## src/rtl/seg7_pkg.sv

```systemverilog
// -----------------------------------------------------------------------------
// seg7_pkg
// Shared constants and helpers for the multiplexed seven-segment driver.
//   - Segment bit order: seg[6:0] = {g,f,e,d,c,b,a}, bit 0 = segment a.
//   - Two 16-entry glyph tables: classic 7448 shapes for codes 10-15, and
//     hex letters A b C d E F.
//   - seg7_glyph(nibble, hex_mode) returns the active-high 7-bit pattern.
// -----------------------------------------------------------------------------
package seg7_pkg;

    // Bit positions of the outer segments; the pattern runs a (LSB) .. g (MSB).
    localparam int SEG_A_BIT = 0;
    localparam int SEG_G_BIT = 6;

    typedef logic [SEG_G_BIT:SEG_A_BIT] seg_t;

    // All segments off (active-high, before any polarity inversion).
    localparam seg_t SEG_DARK = '0;

    // 7448-compatible glyphs: 0-9 digits, 10-15 the odd 7448 shapes, 15 blank.
    localparam seg_t GLYPH_7448 [16] = '{
        7'h3F, 7'h06, 7'h5B, 7'h4F, 7'h66, 7'h6D, 7'h7C, 7'h07,
        7'h7F, 7'h67, 7'h58, 7'h4C, 7'h62, 7'h69, 7'h78, 7'h00
    };

    // Hex glyphs: 0-9 digits, then A b C d E F.
    localparam seg_t GLYPH_HEX [16] = '{
        7'h3F, 7'h06, 7'h5B, 7'h4F, 7'h66, 7'h6D, 7'h7C, 7'h07,
        7'h7F, 7'h67, 7'h77, 7'h7C, 7'h39, 7'h5E, 7'h79, 7'h71
    };

    function automatic seg_t seg7_glyph(input logic [3:0] nibble, input logic hex_mode);
        seg_t g;
        if (hex_mode) g = GLYPH_HEX[nibble];
        else          g = GLYPH_7448[nibble];
        return g;
    endfunction

endpackage

```

## src/rtl/seg7_scan_timer.sv

```systemverilog
// -----------------------------------------------------------------------------
// seg7_scan_timer
// Digit scan timebase: a prescaler that holds each digit for SCAN_DIV clocks
// and a digit index that walks 0..N_DIGITS-1.
// Ports:
//   clk, rst    rising-edge clock, synchronous active-high reset
//   idx         current digit index (registered)
//   boundary    combinational: last tick of the last digit (end of frame)
//   frame_done  registered copy of boundary, high the cycle after it
// -----------------------------------------------------------------------------
module seg7_scan_timer #(
    parameter int N_DIGITS = 4,
    parameter int SCAN_DIV = 50000,
    parameter int IDX_W    = (N_DIGITS > 1) ? $clog2(N_DIGITS) : 1
) (
    input  logic             clk,
    input  logic             rst,
    output logic [IDX_W-1:0] idx,
    output logic             boundary,
    output logic             frame_done
);

    localparam int               PRE_W    = $clog2(SCAN_DIV);
    localparam logic [PRE_W-1:0] PRE_LAST = PRE_W'(SCAN_DIV - 1);
    localparam logic [IDX_W-1:0] IDX_LAST = IDX_W'(N_DIGITS - 1);

    logic [PRE_W-1:0] prescaler;
    logic             tick;

    assign tick     = (prescaler == PRE_LAST);
    // With a single digit IDX_LAST is 0, so every tick closes a frame.
    assign boundary = tick && (idx == IDX_LAST);

    always_ff @(posedge clk) begin
        if (rst) begin
            prescaler  <= '0;
            idx        <= '0;
            frame_done <= 1'b0;
        end else begin
            frame_done <= boundary;
            if (tick) begin
                prescaler <= '0;
                idx       <= (idx == IDX_LAST) ? '0 : idx + 1'b1;
            end else begin
                prescaler <= prescaler + 1'b1;
            end
        end
    end

endmodule

```

## src/rtl/seg7_scan_driver.sv

```systemverilog
// -----------------------------------------------------------------------------
// seg7_scan_driver
// Multiplexed N-digit seven-segment display driver with a double-buffered
// display value, leading-zero blanking, hex glyph mode, per-digit decimal
// points and a frame-synchronous update handshake.
// Ports:
//   clk, rst    rising-edge clock, synchronous active-high reset
//   en          display enable (0 blanks outputs; scanning continues)
//   load        one-cycle strobe capturing value/dp_in
//   value       packed nibbles, nibble 0 = rightmost digit
//   dp_in       decimal point per digit
//   lzb         leading-zero blanking enable
//   hex_mode    0 = 7448 glyphs for 10-15, 1 = A b C d E F
//   seg         segments {g,f,e,d,c,b,a}
//   dp          decimal point of the digit being driven
//   dig_sel     one-hot digit enable
//   pend        captured value waiting for the frame boundary
//   frame_done  one-cycle pulse after each complete scan
// seg/dp/dig_sel are registered and trail the scan index by one clock;
// polarity inversion sits after those registers.
// -----------------------------------------------------------------------------
module seg7_scan_driver
    import seg7_pkg::*;
#(
    parameter int N_DIGITS       = 4,
    parameter int SCAN_DIV       = 50000,
    parameter bit SEG_ACTIVE_LOW = 1'b0,
    parameter bit DIG_ACTIVE_LOW = 1'b1
) (
    input  logic                  clk,
    input  logic                  rst,
    input  logic                  en,
    input  logic                  load,
    input  logic [4*N_DIGITS-1:0] value,
    input  logic [N_DIGITS-1:0]   dp_in,
    input  logic                  lzb,
    input  logic                  hex_mode,
    output logic [6:0]            seg,
    output logic                  dp,
    output logic [N_DIGITS-1:0]   dig_sel,
    output logic                  pend,
    output logic                  frame_done
);

    localparam int IDX_W = (N_DIGITS > 1) ? $clog2(N_DIGITS) : 1;
    localparam int VAL_W = 4 * N_DIGITS;

    // ---------------------------------------------------------------------
    // Scan timebase
    // ---------------------------------------------------------------------
    logic [IDX_W-1:0] idx;
    logic             boundary;

    seg7_scan_timer #(
        .N_DIGITS (N_DIGITS),
        .SCAN_DIV (SCAN_DIV),
        .IDX_W    (IDX_W)
    ) u_timer (
        .clk        (clk),
        .rst        (rst),
        .idx        (idx),
        .boundary   (boundary),
        .frame_done (frame_done)
    );

    // ---------------------------------------------------------------------
    // Update handshake. The producer pulses load for one cycle; there is no
    // back-pressure, the driver always accepts. The captured value sits in
    // the pending register (pend=1) until the next frame boundary, when it
    // moves to the display register, so a frame never shows a torn value.
    // A later load before the boundary replaces the pending value, and a
    // load on the boundary cycle itself goes straight to the display
    // register, overriding any older pending value.
    // ---------------------------------------------------------------------
    logic [VAL_W-1:0]    disp_val;
    logic [N_DIGITS-1:0] disp_dp;
    logic [VAL_W-1:0]    pend_val;
    logic [N_DIGITS-1:0] pend_dp;
    logic                pend_r;

    always_ff @(posedge clk) begin
        if (rst) begin
            disp_val <= '0;
            disp_dp  <= '0;
            pend_val <= '0;
            pend_dp  <= '0;
            pend_r   <= 1'b0;
        end else begin
            if (boundary && load) begin
                disp_val <= value;
                disp_dp  <= dp_in;
                pend_r   <= 1'b0;
            end else if (boundary && pend_r) begin
                disp_val <= pend_val;
                disp_dp  <= pend_dp;
                pend_r   <= 1'b0;
            end else if (load) begin
                pend_val <= value;
                pend_dp  <= dp_in;
                pend_r   <= 1'b1;
            end
        end
    end

    assign pend = pend_r;

    // ---------------------------------------------------------------------
    // Decode of the currently scanned digit
    // ---------------------------------------------------------------------
    // lead_zero[i] = nibbles N_DIGITS-1 down to i are all zero.
    logic [N_DIGITS-1:0] lead_zero;
    logic                zero_run;
    logic [3:0]          cur_nib;
    logic                cur_dp;
    logic                cur_blank;
    seg_t                nxt_seg;
    logic                nxt_dp;
    logic [N_DIGITS-1:0] nxt_dig;

    always_comb begin
        lead_zero = '0;
        zero_run  = 1'b1;
        for (int i = N_DIGITS - 1; i >= 0; i--) begin
            zero_run     = zero_run && (disp_val[4*i +: 4] == 4'h0);
            lead_zero[i] = zero_run;
        end
    end

    always_comb begin
        cur_nib   = 4'h0;
        cur_dp    = 1'b0;
        cur_blank = 1'b0;
        nxt_dig   = '0;
        for (int i = 0; i < N_DIGITS; i++) begin
            if (idx == IDX_W'(i)) begin
                cur_nib    = disp_val[4*i +: 4];
                cur_dp     = disp_dp[i];
                // Digit 0 always shows, so an all-zero value still reads "0".
                cur_blank  = lzb && (i != 0) && lead_zero[i];
                nxt_dig[i] = en;
            end
        end

        nxt_dp  = en && cur_dp;
        nxt_seg = SEG_DARK;
        if (en && !cur_blank) begin
            nxt_seg = seg7_glyph(cur_nib, hex_mode);
        end
    end

    // ---------------------------------------------------------------------
    // Output registers (active-high internally), then pin polarity
    // ---------------------------------------------------------------------
    seg_t                seg_r;
    logic                dp_r;
    logic [N_DIGITS-1:0] dig_r;

    always_ff @(posedge clk) begin
        if (rst) begin
            seg_r <= SEG_DARK;
            dp_r  <= 1'b0;
            dig_r <= '0;
        end else begin
            seg_r <= nxt_seg;
            dp_r  <= nxt_dp;
            dig_r <= nxt_dig;
        end
    end

    assign seg     = SEG_ACTIVE_LOW ? ~seg_r : seg_r;
    assign dp      = SEG_ACTIVE_LOW ? ~dp_r  : dp_r;
    assign dig_sel = DIG_ACTIVE_LOW ? ~dig_r : dig_r;

endmodule
```

## config.mk

```make
export PLATFORM = sky130hd
export DESIGN_NAME = seg7_scan_driver
export DESIGN_NICKNAME = d
export VERILOG_FILES = /design/src/rtl/seg7_pkg.sv /design/src/rtl/seg7_scan_timer.sv /design/src/rtl/seg7_scan_driver.sv
export SDC_FILE = /design/constraint.sdc
export NUM_CORES = 1
export LEC_CHECK = 0
export CORE_ASPECT_RATIO = 0.9
export CORE_MARGIN = 1
export CORE_UTILIZATION = 25
export CTS_CLUSTER_SIZE = 12
export DETAILED_ROUTE_END_ITERATION = 12
export PLACE_DENSITY_LB_ADDON = 0.12
export SLEW_MARGIN = 20
export SYNTH_ARGS = -nofsm -noshare
export SYNTH_HDL_FRONTEND = slang
export SYNTH_SLANG_ARGS = --single-unit
```

## constraint.sdc

```tcl
create_clock -name clk -period 5.9 [get_ports clk]
set_input_delay 1.18 -clock clk [delete_from_list [all_inputs] [get_ports clk]]
set_output_delay 1.18 -clock clk [all_outputs]
set_load 0.03 [all_outputs]
```

==> results of run 1 <==
## final cells by class
cell class | instances | area share, %
flip-flops and latches | 72 | 34.96
clock inverters | 1 | 0.7284
multi-input cells | 245 | 41.67
clock buffers | 13 | 5.827
repair buffers | 45 | 10.65
well taps | 164 | 4.977
inverters | 13 | 1.184
## metrics by stage
stage               area, um^2  worst slack (ps)  cells
CTS                       4111              2609    552
finish                    4123              2869    553
global route              4123              2570    553
floorplan                 3276              3216    350
detailed placement        3841              2261    538
global placement          3841              2366    538
## power groups by stage
| stage | clock [mW] | combinational [mW] | sequential (mW) |
|---|---|---|---|
| floorplan | 0 | 0.0282 | 0.521 |
| CTS | 0.528 | 0.0684 | 0.506 |
| detailed placement | 0 | 0.0679 | 0.517 |
| finish | 0.510 | 0.0671 | 0.506 |
| global placement | 0 | 0.0675 | 0.517 |
| global route | 0.544 | 0.0736 | 0.508 |
## cell families (layout without fill, tap and decap cells)
logic type / count (synthesis) / after routing / synth area share (%)
AOI/OAI and AO/OA: 63 / 63 / 15.43
xor gates and xnor gates: 12 / 12 / 3.209
DFF: 72 / 72 / 44.00
muxes: 22 / 22 / 6.761
and+or+nand+nor: 137 / 137 / 22.31
buffers and inverters: 33 / 72 / 4.087
adders and majority gates: 11 / 11 / 4.202
## sequential cells by signal, indices dropped and copies added (netlist names)
signal              count
disp_dp                 4
disp_val               16
dp                      1
pend_dp                 4
pend_val               16
dig_r                   4
u_timer.prescaler      16
u_timer.frame_done      1
pend                    1
u_timer.idx             2
seg                     7
## synth_stat cells (8+ instances only)
cell type	count	area [um^2]
nor2_1	50	187.7
ha_1	11	137.6
buf_2	8	40.04
mux2i_1	21	210.2
nand2_1	15	56.30
a21oi_1	9	45.04
nand3_1	8	40.04
and2_0	18	112.6
inv_1	13	48.80
dfxtp_1	72	1441
a221o_1	20	200.2
clkbuf_1	12	45.04
## worst max path at each step
stage / to / slack (ps) / depth (start not counted)
after floorplan: seg[1] / 3220 / 10
after global placement: disp_val[14] / 2370 / 3
after detailed placement: disp_dp[2] / 2260 / 3
after CTS: disp_val[0] / 2610 / 3
after global routing: seg[4] / 2570 / 4
final: seg[6] / 2870 / 4
## per-layer routing
metal  part of all wire, %  track usage, %
met5                     0               0
met4                   1.4           4.634
met2                    42           18.13
met3                   3.6           3.616
met1                    53           17.52
## cells in the final DEF, fill, tap and decap left out, types with 3 or more instances in the layout
cell / netlist / final
a211oi_1: 7 / 7
a21oi_1: 9 / 9
a221o_1: 20 / 20
a221oi_1: 3 / 3
a31oi_1: 3 / 3
and2_0: 18 / 18
and2_1: 7 / 7
buf_4: 0 / 5
clkbuf_1: 12 / 4
clkbuf_16: 0 / 9
clkdlybuf4s50_1: 0 / 39
dfxtp_1: 72 / 72
ha_1: 11 / 11
inv_1: 13 / 13
mux2i_1: 21 / 21
nand2_1: 15 / 15
nand2b_1: 3 / 3
nand3_1: 8 / 8
nand3b_1: 4 / 4
nand4_1: 4 / 4
nor2_1: 50 / 50
nor2b_1: 5 / 5
nor3b_1: 4 / 3
nor4_1: 5 / 5
o21ai_0: 7 / 7
xnor2_1: 5 / 5
xor2_1: 7 / 7
==> results.sh, run 1 <==
export IMPL_status="finished clean"
export IMPL_crit_fanout=20
export IMPL_core_area_mm2=0.01274
export IMPL_p_comb_share_pct=6.2
export IMPL_required_ps=6130
export IMPL_cts_tree="yes"
export IMPL_start_util_pct=25.72
export IMPL_antenna_cells=0
export IMPL_reg2reg_depth=6
export IMPL_track_usage_pct=12.57
export IMPL_max_slew_worst_pin_slew_ps=859.3
export IMPL_syn_to_final_growth_pct=25.86
export IMPL_timing_final_crit_period_ps=3031
export IMPL_synthFlopType="dfxtp_1"
export IMPL_syn_inst=350
export IMPL_crit_start="rst"
export IMPL_r2r_setup_slack_ps=3110
export IMPL_ys_warn_count=0
export IMPL_finClkSkew_ps=5.559
export IMPL_drtPass1Iterations=4
export IMPL_period_share_pct=51.38
export IMPL_vdd_drop_max_v=0.0001189
export IMPL_clock_latency_ps=330
export IMPL_async_flop_share_pct=0
export IMPL_power_mw=1.083
export IMPL_remaining_drc_errors=0
export IMPL_syn_cell_area_mm2=0.003276
export IMPL_grt_first_pass_wirelength_um=13010
export IMPL_crit_chain="clkdlybuf4s50_1, nor2b_1, o21ai_0, a221oi_1"
export IMPL_pin_count=40
export IMPL_finalHoldViolCount=0
export IMPL_grt_antenna_before_repair=0
export IMPL_yosysSeqAreaShare_pct=44.00
export IMPL_avgSynthCellArea_um2=9.359
export IMPL_htree_levels=3
export IMPL_wirelength_um=7888
export IMPL_rsz0062_at_grt="no"
export IMPL_switching_share_pct=20.90
export IMPL_post_cts_buffers=0
export IMPL_nFillCells=1331
export IMPL_fin_util_pct=32.37
export IMPL_pwr_share_clk_pct=47.1
export IMPL_hold_path_endpoint="u_timer.prescaler[0]"
export IMPL_cp_start_kind="primary input"
export IMPL_multi_input_area_mm2=0.001718
export IMPL_p_int_mw=0.8569
export IMPL_hold_class="reg2reg"
export IMPL_setup_violations=0
export IMPL_portBuffers=39
export IMPL_maxSlewHeadroom_pct=42.38
export IMPL_die_w_um=122.7
export IMPL_syn_num_nets=387
export IMPL_path_delay_family="buffers and inverters"
export IMPL_synth_edf_count=0
export IMPL_seqCellArea_mm2=0.001441
export IMPL_hold_buffers=0
export IMPL_grt_max_degree=22
export IMPL_p_leak_nw=1.559
export IMPL_ant_nets=0
export IMPL_r2r_end="seg[1]"
export IMPL_min_path_cells=1
export IMPL_vias=2577
export IMPL_dpl_hpwl_um=5456
export IMPL_via_per_inst=4.660
export IMPL_p_seq_share_pct=46.7
export IMPL_cap_viol_max_count=0
export IMPL_ctsResizeCount=0
export IMPL_grt_pass1_vias=2524
export IMPL_post_drt_wl_per_cell_um=14.26
export IMPL_power_switching_mw=0.2265
export IMPL_initialDrtViolationCount=85
export IMPL_slowest_stage="clkdlybuf4s50_1"
export IMPL_cts_reportedPaths_clkPinSlew_ps=60
export IMPL_die_h_um=110.6
export IMPL_clockRootBuffer="clkbuf_16"
export IMPL_fin_hold_ws_ps=471.0
export IMPL_cts_buffers=9
export IMPL_worst_path_buf_inv=1
export IMPL_holdCritStartpoint="u_timer.prescaler[0]"
export IMPL_finalNetCount=423
export IMPL_ys_ff_latch=72
export IMPL_grt_overflow=0
export IMPL_drv_slew=0
export IMPL_reg2reg_from="u_timer.idx[1]"
export IMPL_power_density_mw_per_mm2=262.8
export IMPL_max_stage_delay_ps=850
export IMPL_synth_distinct_cells=50
export IMPL_fmax_mhz=329.9
export IMPL_critPathKind="in2reg"
export IMPL_std_cell_rows=39
export IMPL_cp_end_kind="flop"
export IMPL_die_area_mm2=0.01357
export IMPL_clkSinkCount=72
export IMPL_clock_path_buffers=2
export IMPL_cp_arrival_ps=3260
export IMPL_drive_gt1_share_pct=6.941
export IMPL_tns_ps=0
export IMPL_gp_congestion=0.7642
Note: power is estimated with default switching activity, not from simulation.
==> inputs of run 2 (changes only) <==
==> constraint.sdc (replaced) <==
create_clock -name clk -period 2.45 [get_ports clk]
set_input_delay 0.49 -clock clk [delete_from_list [all_inputs] [get_ports clk]]
set_output_delay 0.49 -clock clk [all_outputs]
set_load 0.03 [all_outputs]
==> results.sh, run 2 (same netlist as run 1, synthesis figures left out) <==
export IMPL_status="finished clean"
export IMPL_wirelength_um=7984
export IMPL_gp_congestion=0.7625
export IMPL_worst_path_buf_inv=2
export IMPL_layout_cells_non_filler=574
export IMPL_std_cell_rows=39
export IMPL_cts_reportedPaths_clkPinSlew_ps=60
export IMPL_grt_antenna_before_repair=0
export IMPL_pin_count=40
export IMPL_r2r_end="seg[1]"
export IMPL_drive_gt1_share_pct=14.15
export IMPL_drtPass1Iterations=4
export IMPL_drv_slew=0
export IMPL_finalNetCount=442
export IMPL_setup_violations=0
export IMPL_holdCritStartpoint="u_timer.prescaler[0]"
export IMPL_power_mw=2.624
export IMPL_htree_levels=3
export IMPL_syn_to_final_growth_pct=31.09
export IMPL_core_area_mm2=0.01274
export IMPL_fin_hold_ws_ps=468.0
export IMPL_reg2reg_from="u_timer.idx[1]"
export IMPL_crit_chain="inv_1, ha_2, nand3b_1, a211oi_2, inv_1, ha_2, and3_1, or3b_2, o21ba_2"
export IMPL_clkSinkCount=72
export IMPL_layout_setup_ws_ps=174.7
export IMPL_grt_overflow=0
export IMPL_post_drt_wl_per_cell_um=13.91
export IMPL_hold_class="reg2reg"
export IMPL_crit_fanout=12
export IMPL_clock_latency_ps=340
export IMPL_max_stage_delay_ps=430
export IMPL_max_slew_worst_pin_slew_ps=737.2
export IMPL_start_util_pct=25.72
export IMPL_top_regs="disp_val (16), pend_val (16), u_timer.prescaler (16)"
export IMPL_critPathKind="reg2reg"
export IMPL_finClkSkew_ps=9.940
export IMPL_vdd_drop_max_v=0.0003164
export IMPL_cts_buffers=9
export IMPL_dp_cells=558
export IMPL_path_depth=9
export IMPL_clock_path_buffers=2
export IMPL_antenna_cells=0
export IMPL_grt_max_degree=17
export IMPL_vias=2608
export IMPL_ant_nets=0
export IMPL_min_path_cells=1
export IMPL_pre_cts_slack_ps=124.1
export IMPL_grt_pass1_vias=2544
export IMPL_hold_path_endpoint="u_timer.prescaler[0]"
export IMPL_required_ps=2670
export IMPL_initialDrtViolationCount=99
export IMPL_final_common_cell="dfxtp_1"
export IMPL_dpl_hpwl_um=5756
export IMPL_slowest_stage="or3b_2"
export IMPL_cts_tree="yes"
export IMPL_post_cts_buffers=0
export IMPL_remaining_drc_errors=0
export IMPL_nFillCells=1310
export IMPL_clockRootBuffer="clkbuf_16"
export IMPL_cap_viol_max_count=0
export IMPL_r2r_setup_slack_ps=170
export IMPL_hold_buffers=0
export IMPL_fmax_mhz=439.5
export IMPL_final_cell_mix="dfxtp_1 (70), nor2_1 (50), clkdlybuf4s50_1 (39), buf_4 (25), mux2i_1 (21)"
export IMPL_cp_end_kind="flop"
export IMPL_power_density_mw_per_mm2=611.1
export IMPL_p_leak_nw=1.666
export IMPL_timing_final_crit_period_ps=2275
export IMPL_die_w_um=122.7
export IMPL_maxSlewHeadroom_pct=50.33
export IMPL_rsz0062_at_grt="no"
export IMPL_die_area_mm2=0.01357
export IMPL_reg2reg_depth=9
export IMPL_track_usage_pct=12.70
export IMPL_via_per_inst=4.544
export IMPL_path_delay_family="simple AND/OR/NAND/NOR gates"
export IMPL_finalHoldViolCount=0
export IMPL_grt_first_pass_wirelength_um=13120
export IMPL_cp_start_kind="flop"
export IMPL_seqCellArea_mm2=0.001444
export IMPL_die_h_um=110.6
export IMPL_portBuffers=39
export IMPL_multi_input_area_mm2=0.001733
export IMPL_cp_arrival_ps=2500
export IMPL_tns_ps=0
export IMPL_period_share_pct=92.87
[run 2: how the worst max path moves through the flow]
stage / startpoint / end / slack [ps]
2_1_floorplan: u_timer.idx[1] / seg[1] / 7
3_5_place_dp: u_timer.idx[0] / seg[1] / 120
5_1_grt: u_timer.idx[0] / seg[3] / 30
4_1_cts: u_timer.idx[0] / seg[1] / 90
6_report: u_timer.idx[1] / seg[1] / 170
3_3_place_gp: u_timer.idx[0] / seg[1] / 160
[run 2: per-layer routing]
layer  vias up  share of wire, %  global-route usage [%]
met5         -                 0                       0
met4         0               1.2                   4.390
met3         7               4.3                   3.977
met2        45                42                   18.35
met1      1201                53                   17.58
li1       1355                 -                       -
[run 2: repair_timing]
| action | CTS | global route |
|---|---|---|
| resized for setup | 0 | 3 |
| endpoints found under the setup margin | 0 | 5 |
| endpoints found under the hold margin | 0 | 0 |
[run 2: final cells by class]
| class | count | area share (%) |
|---|---|---|
| tap | 164 | 4.779 |
| clock inverter | 3 | 0.3497 |
| sequential | 72 | 33.62 |
| clock buffer | 13 | 6.294 |
| inverter | 13 | 1.136 |
| multi-input combinational | 245 | 40.36 |
| timing repair buffer | 64 | 13.46 |
[run 2: power by group]
group          switching [mW]  internal (mW)  leakage [nW]
Clock                   0.474          0.763         0.145
Combinational          0.0808         0.0880         0.933
Sequential             0.0154           1.20         0.588
Total                   0.570           2.05          1.67
[run 2: per-stage QoR]
| step | utilization (%) | instance area [um^2] |
|---|---|---|
| 6_report | 33.72 | 4294 |
| 5_1_grt | 33.72 | 4294 |
| 3_3_place_gp | 31.44 | 4004 |
| 3_5_place_dp | 31.44 | 4004 |
| 4_1_cts | 33.68 | 4289 |
| 2_1_floorplan | - | 3304 |
==> inputs of run 3 (changes only) <==
==> constraint.sdc (replaced) <==
create_clock -name clk -period 2.45 [get_ports clk]
set_input_delay 0.49 -clock clk [delete_from_list [all_inputs] [get_ports clk]]
set_output_delay 0.49 -clock clk [all_outputs]
set_load 0.005 [all_outputs]
==> results of run 3 <==
The final DEF is identical to that of run 2. Status: finished clean.
Among the figures that moved: total power 2.624 mW -> 2.610 mW
